===== src/rtl/fwd_check_scheduler_pkg.sv =====
// Shared constants and FSM encoding for the forwarding-check scheduler.
package fwd_pkg;

  localparam int DEF_NUM_REQ = 4;
  localparam int ADDR_WIDTH  = 10;
  localparam int MEM_WIDTH   = 8;
  localparam int WORD_WIDTH  = 16;
  localparam int DEST_OFFSET = 2;

  localparam logic [WORD_WIDTH-1:0] BCAST_ID = 16'hFFFF;

  typedef enum logic [2:0] {
    ST_IDLE  = 3'd0,
    ST_RD_HI = 3'd1,
    ST_RD_LO = 3'd2,
    ST_CAP   = 3'd3,
    ST_RESP  = 3'd4
  } fsm_state_e;

  // Width of a requester index / round-robin pointer, never below one bit.
  function automatic int ptr_width(input int n);
    return (n > 1) ? $clog2(n) : 1;
  endfunction

endpackage


===== src/rtl/fwd_check_scheduler_if.sv =====
// Requester-side bus: request lines, packet base addresses, node ID and the verdict returned.
interface fwd_check_scheduler_if
  import fwd_pkg::*;
#(
  parameter int NUM_REQ = DEF_NUM_REQ
);

  logic [WORD_WIDTH-1:0]         my_node_id;
  logic [NUM_REQ-1:0]            req;
  logic [NUM_REQ*ADDR_WIDTH-1:0] req_base_addr;
  logic [NUM_REQ-1:0]            grant;
  logic [NUM_REQ-1:0]            resp_valid;
  logic                          resp_forward;
  logic                          resp_bcast;

  modport master (
    output my_node_id,
    output req,
    output req_base_addr,
    input  grant,
    input  resp_valid,
    input  resp_forward,
    input  resp_bcast
  );

  modport slave (
    input  my_node_id,
    input  req,
    input  req_base_addr,
    output grant,
    output resp_valid,
    output resp_forward,
    output resp_bcast
  );

endinterface


===== src/rtl/fwd_check_scheduler_rr_arbiter.sv =====
// Combinational round-robin pick: first set request at or after the pointer, wrapping.
module rr_arbiter
  import fwd_pkg::*;
#(
  parameter int NUM_REQ = DEF_NUM_REQ,
  localparam int PTR_W  = ptr_width(NUM_REQ)
) (
  input  logic [NUM_REQ-1:0] req,
  input  logic [PTR_W-1:0]   ptr,
  output logic               valid,
  output logic [NUM_REQ-1:0] grant,
  output logic [PTR_W-1:0]   idx,
  output logic [PTR_W-1:0]   next_ptr
);

  int               cand;
  logic [PTR_W-1:0] cand_idx;

  // Scan candidates in priority order starting at the pointer; the first hit wins.
  always_comb begin
    valid    = 1'b0;
    grant    = '0;
    idx      = '0;
    next_ptr = ptr;
    cand     = 0;
    cand_idx = '0;
    for (int off = 0; off < NUM_REQ; off++) begin
      cand = int'(ptr) + off;
      if (cand >= NUM_REQ) begin
        cand = cand - NUM_REQ;
      end
      cand_idx = PTR_W'(cand);
      if (!valid && req[cand_idx]) begin
        valid           = 1'b1;
        grant[cand_idx] = 1'b1;
        idx             = cand_idx;
        next_ptr        = (cand == NUM_REQ - 1) ? '0 : PTR_W'(cand + 1);
      end
    end
  end

endmodule


===== src/rtl/fwd_check_scheduler.sv =====
// Time-shares one destination-ID fetch and compare between NUM_REQ packet handlers.
module fwd_check_scheduler
  import fwd_pkg::*;
#(
  parameter int NUM_REQ = DEF_NUM_REQ
) (
  input  logic                  clock,
  input  logic                  reset,
  fwd_check_scheduler_if.slave  bus,
  output logic                  busy,
  output logic                  mem_rd_en,
  output logic [ADDR_WIDTH-1:0] mem_addr,
  input  logic [MEM_WIDTH-1:0]  mem_rd_data
);

  localparam int PTR_W = ptr_width(NUM_REQ);

  fsm_state_e            state_q, state_d;
  logic [PTR_W-1:0]      ptr_q, ptr_d;
  logic [PTR_W-1:0]      idx_q, idx_d;
  logic [ADDR_WIDTH-1:0] base_q, base_d;
  logic [WORD_WIDTH-1:0] node_q, node_d;
  logic [MEM_WIDTH-1:0]  hi_q, hi_d;
  logic [NUM_REQ-1:0]    grant_q, grant_d;
  logic [NUM_REQ-1:0]    resp_valid_q, resp_valid_d;
  logic                  fwd_q, fwd_d;
  logic                  bcast_q, bcast_d;
  logic                  busy_q, busy_d;
  logic                  rd_en_q, rd_en_d;
  logic [ADDR_WIDTH-1:0] addr_q, addr_d;

  logic                  arb_valid;
  logic [NUM_REQ-1:0]    arb_grant;
  logic [PTR_W-1:0]      arb_idx;
  logic [PTR_W-1:0]      arb_next_ptr;
  logic [ADDR_WIDTH-1:0] sel_base;
  logic [NUM_REQ-1:0]    idx_onehot;
  logic [WORD_WIDTH-1:0] dest_id;
  logic                  dest_is_bcast;
  logic                  dest_is_mine;

  rr_arbiter #(
    .NUM_REQ (NUM_REQ)
  ) u_arb (
    .req      (bus.req),
    .ptr      (ptr_q),
    .valid    (arb_valid),
    .grant    (arb_grant),
    .idx      (arb_idx),
    .next_ptr (arb_next_ptr)
  );

  // Pull the winning requester's base address out of the packed address bus.
  always_comb begin
    sel_base = '0;
    for (int i = 0; i < NUM_REQ; i++) begin
      if (arb_idx == PTR_W'(i)) begin
        sel_base = bus.req_base_addr[i*ADDR_WIDTH +: ADDR_WIDTH];
      end
    end
  end

  // Big-endian destination ID: high byte was fetched first, low byte is arriving now.
  assign idx_onehot    = NUM_REQ'(1) << idx_q;
  assign dest_id       = {hi_q, mem_rd_data};
  assign dest_is_bcast = (dest_id == BCAST_ID);
  assign dest_is_mine  = (dest_id == node_q);

  // Next-state and next-output logic; every output is registered one cycle ahead.
  always_comb begin
    state_d      = state_q;
    ptr_d        = ptr_q;
    idx_d        = idx_q;
    base_d       = base_q;
    node_d       = node_q;
    hi_d         = hi_q;
    grant_d      = '0;
    resp_valid_d = '0;
    fwd_d        = 1'b0;
    bcast_d      = 1'b0;
    busy_d       = 1'b0;
    rd_en_d      = 1'b0;
    addr_d       = '0;
    case (state_q)
      ST_IDLE: begin
        if (arb_valid) begin
          state_d = ST_RD_HI;
          ptr_d   = arb_next_ptr;
          idx_d   = arb_idx;
          base_d  = sel_base;
          node_d  = bus.my_node_id;
          grant_d = arb_grant;
          busy_d  = 1'b1;
          rd_en_d = 1'b1;
          addr_d  = sel_base + ADDR_WIDTH'(DEST_OFFSET);
        end
      end
      ST_RD_HI: begin
        state_d = ST_RD_LO;
        busy_d  = 1'b1;
        rd_en_d = 1'b1;
        addr_d  = base_q + ADDR_WIDTH'(DEST_OFFSET + 1);
      end
      ST_RD_LO: begin
        state_d = ST_CAP;
        busy_d  = 1'b1;
        hi_d    = mem_rd_data;
      end
      ST_CAP: begin
        state_d      = ST_RESP;
        busy_d       = 1'b1;
        resp_valid_d = idx_onehot;
        fwd_d        = dest_is_mine || dest_is_bcast;
        bcast_d      = dest_is_bcast;
      end
      ST_RESP: begin
        state_d = ST_IDLE;
      end
      default: begin
        state_d = ST_IDLE;
      end
    endcase
  end

  // State and output registers; reset abandons any in-flight request without a response.
  always_ff @(posedge clock) begin
    if (reset) begin
      state_q      <= ST_IDLE;
      ptr_q        <= '0;
      idx_q        <= '0;
      base_q       <= '0;
      node_q       <= '0;
      hi_q         <= '0;
      grant_q      <= '0;
      resp_valid_q <= '0;
      fwd_q        <= 1'b0;
      bcast_q      <= 1'b0;
      busy_q       <= 1'b0;
      rd_en_q      <= 1'b0;
      addr_q       <= '0;
    end else begin
      state_q      <= state_d;
      ptr_q        <= ptr_d;
      idx_q        <= idx_d;
      base_q       <= base_d;
      node_q       <= node_d;
      hi_q         <= hi_d;
      grant_q      <= grant_d;
      resp_valid_q <= resp_valid_d;
      fwd_q        <= fwd_d;
      bcast_q      <= bcast_d;
      busy_q       <= busy_d;
      rd_en_q      <= rd_en_d;
      addr_q       <= addr_d;
    end
  end

  assign bus.grant        = grant_q;
  assign bus.resp_valid   = resp_valid_q;
  assign bus.resp_forward = fwd_q;
  assign bus.resp_bcast   = bcast_q;
  assign busy             = busy_q;
  assign mem_rd_en        = rd_en_q;
  assign mem_addr         = addr_q;

endmodule


===== src/flat_wrapper.sv =====
// flat-port wrapper written by rule: the top's interface ports become plain ports
module fwd_check_scheduler_flat import fwd_pkg::*;
#(
  parameter int NUM_REQ = DEF_NUM_REQ
)
  (clock, reset, busy, mem_rd_en, mem_addr, mem_rd_data, bus_my_node_id, bus_req, bus_req_base_addr, bus_grant, bus_resp_valid, bus_resp_forward, bus_resp_bcast);
  fwd_check_scheduler_if #(.NUM_REQ(NUM_REQ)) bus_i ();
  input  logic clock;
  input  logic reset;
  output logic busy;
  output logic mem_rd_en;
  output logic [ADDR_WIDTH-1:0] mem_addr;
  input  logic [MEM_WIDTH-1:0] mem_rd_data;
  input wire logic [$bits(bus_i.my_node_id)-1:0] bus_my_node_id;
  input wire logic [$bits(bus_i.req)-1:0] bus_req;
  input wire logic [$bits(bus_i.req_base_addr)-1:0] bus_req_base_addr;
  output wire logic [$bits(bus_i.grant)-1:0] bus_grant;
  output wire logic [$bits(bus_i.resp_valid)-1:0] bus_resp_valid;
  output wire logic [$bits(bus_i.resp_forward)-1:0] bus_resp_forward;
  output wire logic [$bits(bus_i.resp_bcast)-1:0] bus_resp_bcast;
  assign bus_i.my_node_id = bus_my_node_id;
  assign bus_i.req = bus_req;
  assign bus_i.req_base_addr = bus_req_base_addr;
  assign bus_grant = bus_i.grant;
  assign bus_resp_valid = bus_i.resp_valid;
  assign bus_resp_forward = bus_i.resp_forward;
  assign bus_resp_bcast = bus_i.resp_bcast;
  fwd_check_scheduler #(.NUM_REQ(NUM_REQ)) u_core (.clock(clock), .reset(reset), .bus(bus_i), .busy(busy), .mem_rd_en(mem_rd_en), .mem_addr(mem_addr), .mem_rd_data(mem_rd_data));
endmodule

===== config.mk =====
export PLATFORM = sky130hd
export DESIGN_NAME = fwd_check_scheduler_flat
export DESIGN_NICKNAME = d
export VERILOG_FILES = /design/src/rtl/fwd_check_scheduler_pkg.sv /design/src/rtl/fwd_check_scheduler_if.sv /design/src/rtl/fwd_check_scheduler_rr_arbiter.sv /design/src/rtl/fwd_check_scheduler.sv /design/src/flat_wrapper.sv
export SDC_FILE = /design/constraint.sdc
export NUM_CORES = 1
export LEC_CHECK = 0
export ABC_CLOCK_PERIOD_IN_PS = 5600
export CAP_MARGIN = 10
export CORE_UTILIZATION = 35
export CTS_CLUSTER_SIZE = 20
export DETAILED_ROUTE_END_ITERATION = 7
export PLACE_DENSITY = 0.72
export SYNTH_ARGS = -nofsm -noshare
export SYNTH_HDL_FRONTEND = slang
export SYNTH_HIERARCHICAL = 1
export SYNTH_SLANG_ARGS = --single-unit

===== constraint.sdc =====
create_clock -name clock -period 5.6 [get_ports clock]
set_clock_uncertainty 0.2 [all_clocks]
set_input_delay 1.12 -clock clock [delete_from_list [all_inputs] [get_ports clock]]
set_output_delay 1.12 -clock clock [all_outputs]
set_load 0.05 [all_outputs]

==> impl_results.md <==
* Cell taking the most area after synthesis: dfxtp_1
* Leak pwr at 1.65 nW
* Post-Synthesis Cells at 384
* Async SR Flop Fraction at 0%
* Final period utilization at 87.2%
* Layout cells sized above 1 at 9.13%
* Worst-path maximum fanout at 11
* Final WL at 8.72 mm
* Largest net degree at the start of global routing at 45
* Commonest cells after routing, fill and taps aside: clkdlybuf4s50_1 (91), nand2_1 (71), dfxtp_1 (63)
* Slew headroom at 26.9%
* Vias in the first global route at 2953
* First-pass GRT wire length at 14.2 mm
* ANT nets after route at 0
* Core area at 9280 um^2
* FF+latch count, synth at 63
* I/O Pins at 92
* Hold wc startpoint: u_core/base_q[9]
* CTS clock-pin slew for the worst setup and hold paths at 70 ps
* Yosys warns at 6
* Slowest-stage cell, CP: o31ai_2
* Slew of the pin with the lowest slew margin at 1090 ps
* Placer Congestion at 0.865
* Most used cell along the critical path: mux4_2
* WS Path Type: in -> reg
* Shortest period the worst path allows at 4880 ps
* Worst r2r dst: u_core/mem_addr[9]
* Drt first pass iters at 4
* Remaining DRCs at 0
* PostCTS Resize Cnt at 0
* CP Buf/Inv Count at 2
* Critical R2R Launch: u_core/ptr_q[0]
* Hpwl dp at 6.40 mm
* Power Density at 397 nW/um^2
* Final max-slew violation count at 0
* Clk sinks at 63
* Final setup violation count at 0
* Worst Path Required at 5620 ps
* Worst setup EP type: flip-flop
* Num CTS Buffers at 9
* Fmax at 205 MHz
* Gr usage total at 18.1%
* Total number of H-tree levels at 3
* Max incr delay on CP at 680 ps
* Worst-case clock buffer depth at 2
* Clk_lat worst skew at 340 ps
* Die X at 100 um
* FF-to-FF path depth at 12
* Fin util at 49.8%
* Routed vias/inst at 5.16
* Hold depth at 2
* Hold Vio Cnt, Final at 0
* Post-synthesis net count at 462
* Synthesized cell area at 3390 um^2
* Dominant cells by area after synthesis: dfxtp_1 (37%), mux4_2 (8.0%), nand2_1 (7.9%), a21oi_1 (5.5%), xnor2_1 (5.4%)
* Number of DRC markers in iteration 0 at 112
* Synth top area share at 37.3%
* Vias at 3093
* CP delay by family, top: multiplexers
* Buffers on Ports at 91
* Most used DFF post-synth: dfxtp_1
* Hold Crit Endpoint: u_core/base_q[9]
* Max VDD drop at 0.000158 V
* Remaining global-route overflow at 0
* Die height at 100 um
* Critical-path cell list: clkdlybuf4s50_1, mux4_2, nor2b_1, nor2_1, o31ai_2, buf_4, mux4_2, ha_1, nand3_1, nor4_1, or3_1
* ANT cells at 0
* Status: complete, no violations
* Final setup TNS at 0 ps
* Hold buffers post-CTS at 0
* FP Rows at 35
* R2r setup slk at 750 ps
* Max-cap violations at 0
* WL per Instance at 14.5 um
* Post-synthesis average cell area at 8.82 um^2
* Initial Util at 36.5%
* Library cells used by synthesis at 49
* Sequential cell area fraction in the yosys report at 37.3%
* Post-synth EDFFs at 0
* Die area at 10100 um^2
* Worst hold path class: reg -> reg
* Nets at 545
* Commonest non-fill, non-tap cell in the layout: clkdlybuf4s50_1
* CTS tree: yes
* Root buf cell: clkbuf_8
* RSZ-0062 raised after global routing: no
* Post-CTS setup buffer count at 0
* CP Launch Type: input port
* Synthesis-to-finish area growth at 36.6%
* Initial antenna violation count at 0
* Critical Path AT at 4910 ps
synth_stat cells, types with 2 or more instances:
cell type / n
nand2_1: 71
buf_6: 2
a32oi_1: 2
mux4_1: 2
xnor2_1: 21
o211ai_1: 7
or3_1: 4
or4_1: 3
and3_1: 6
xor2_1: 5
nor2b_1: 3
a22oi_1: 6
o21ai_0: 8
nor3_1: 8
nor2_1: 32
mux2i_1: 8
nor4_1: 3
nor4b_4: 2
a21oi_1: 37
clkbuf_1: 15
o21a_1: 2
buf_1: 2
o22ai_1: 2
mux2_2: 4
a211oi_1: 3
mux4_2: 12
buf_2: 5
dfxtp_1: 63
ha_1: 8
inv_1: 7
nand4_1: 9
nand3_1: 5
power by group:
part / internal (mW) / leakage, nW / switching, mW / total (mW)
sequential: 0.515 / 0.517 / 0.0694 / 0.585
combinational: 0.358 / 1.01 / 0.443 / 0.801
clock: 0.284 / 0.118 / 0.168 / 0.452
total: 1.16 / 1.65 / 0.680 / 1.84
sequential cells by signal, summed over array words and instances, names as in the netlist:
register                 flops
u_core/base_q               10
u_core/bus.grant             4
u_core/bus.resp_bcast        1
u_core/bus.resp_forward      1
u_core/bus.resp_valid        4
u_core/busy                  1
u_core/hi_q                  8
u_core/idx_q                 2
u_core/mem_addr             10
u_core/mem_rd_en             1
u_core/node_q               16
u_core/ptr_q                 2
u_core/state_q               3
area by class of cell:
cell class,count,area (um^2)
Clock buffer,12,165
Clock inverter,3,65.1
Multi-Input combinational cell,290,2000
Inverter,7,26.3
Sequential cell,63,1260
Timing Repair Buffer,96,948
Fill cell,880,4660
Tap cell,129,161
stage by stage:
stage               worst slack (ps)  std cells  cell area [um^2]  hold WS, ps  total power [mW]
floorplan                       1400        384              3390          234              1.18
global placement                 487        585              4390          255              1.37
detailed placement               372        585              4390          259              1.39
CTS                              737        600              4620          269              1.85
global route                     387        600              4620          291              1.95
finish                           718        600              4620          269              1.84
logic make-up after synthesis:
group | synth area share, %
xor gates and xnor gates | 6.73
and+or+nand+nor | 21.8
adders and majority gates | 2.96
muxes | 13.2
AOI/OAI and AO/OA | 14.0
buffers and inverters | 4.06
DFF | 37.3
metal layers:
| layer | routed length (um) | GRT usage (%) |
|---|---|---|
| met1 | 3740 | 21.2 |
| met2 | 4460 | 32.2 |
| met4 | 151 | 5.69 |
| met3 | 377 | 4.53 |
| met5 | 0 | 0 |
worst max path at each step:
stage	from	end	slack, ps	depth (start not counted)
final	bus_req[0]	u_core/mem_addr[9]	720	11
after global routing	u_core/ptr_q[0]	u_core/mem_addr[9]	390	12
after CTS	u_core/ptr_q[0]	u_core/mem_addr[9]	740	12
after detailed placement	bus_req[0]	u_core/mem_addr[9]	370	11
after global placement	bus_req[0]	u_core/mem_addr[9]	490	11
after floorplan	u_core/ptr_q[0]	u_core/mem_addr[9]	1400	15
worst min-delay path, cell delays in order (launching register included):
cell	delay (ps)
dfxtp_1	320
nand2_1	60
a21oi_1	50
Note: power is estimated with default switching activity, not from simulation.
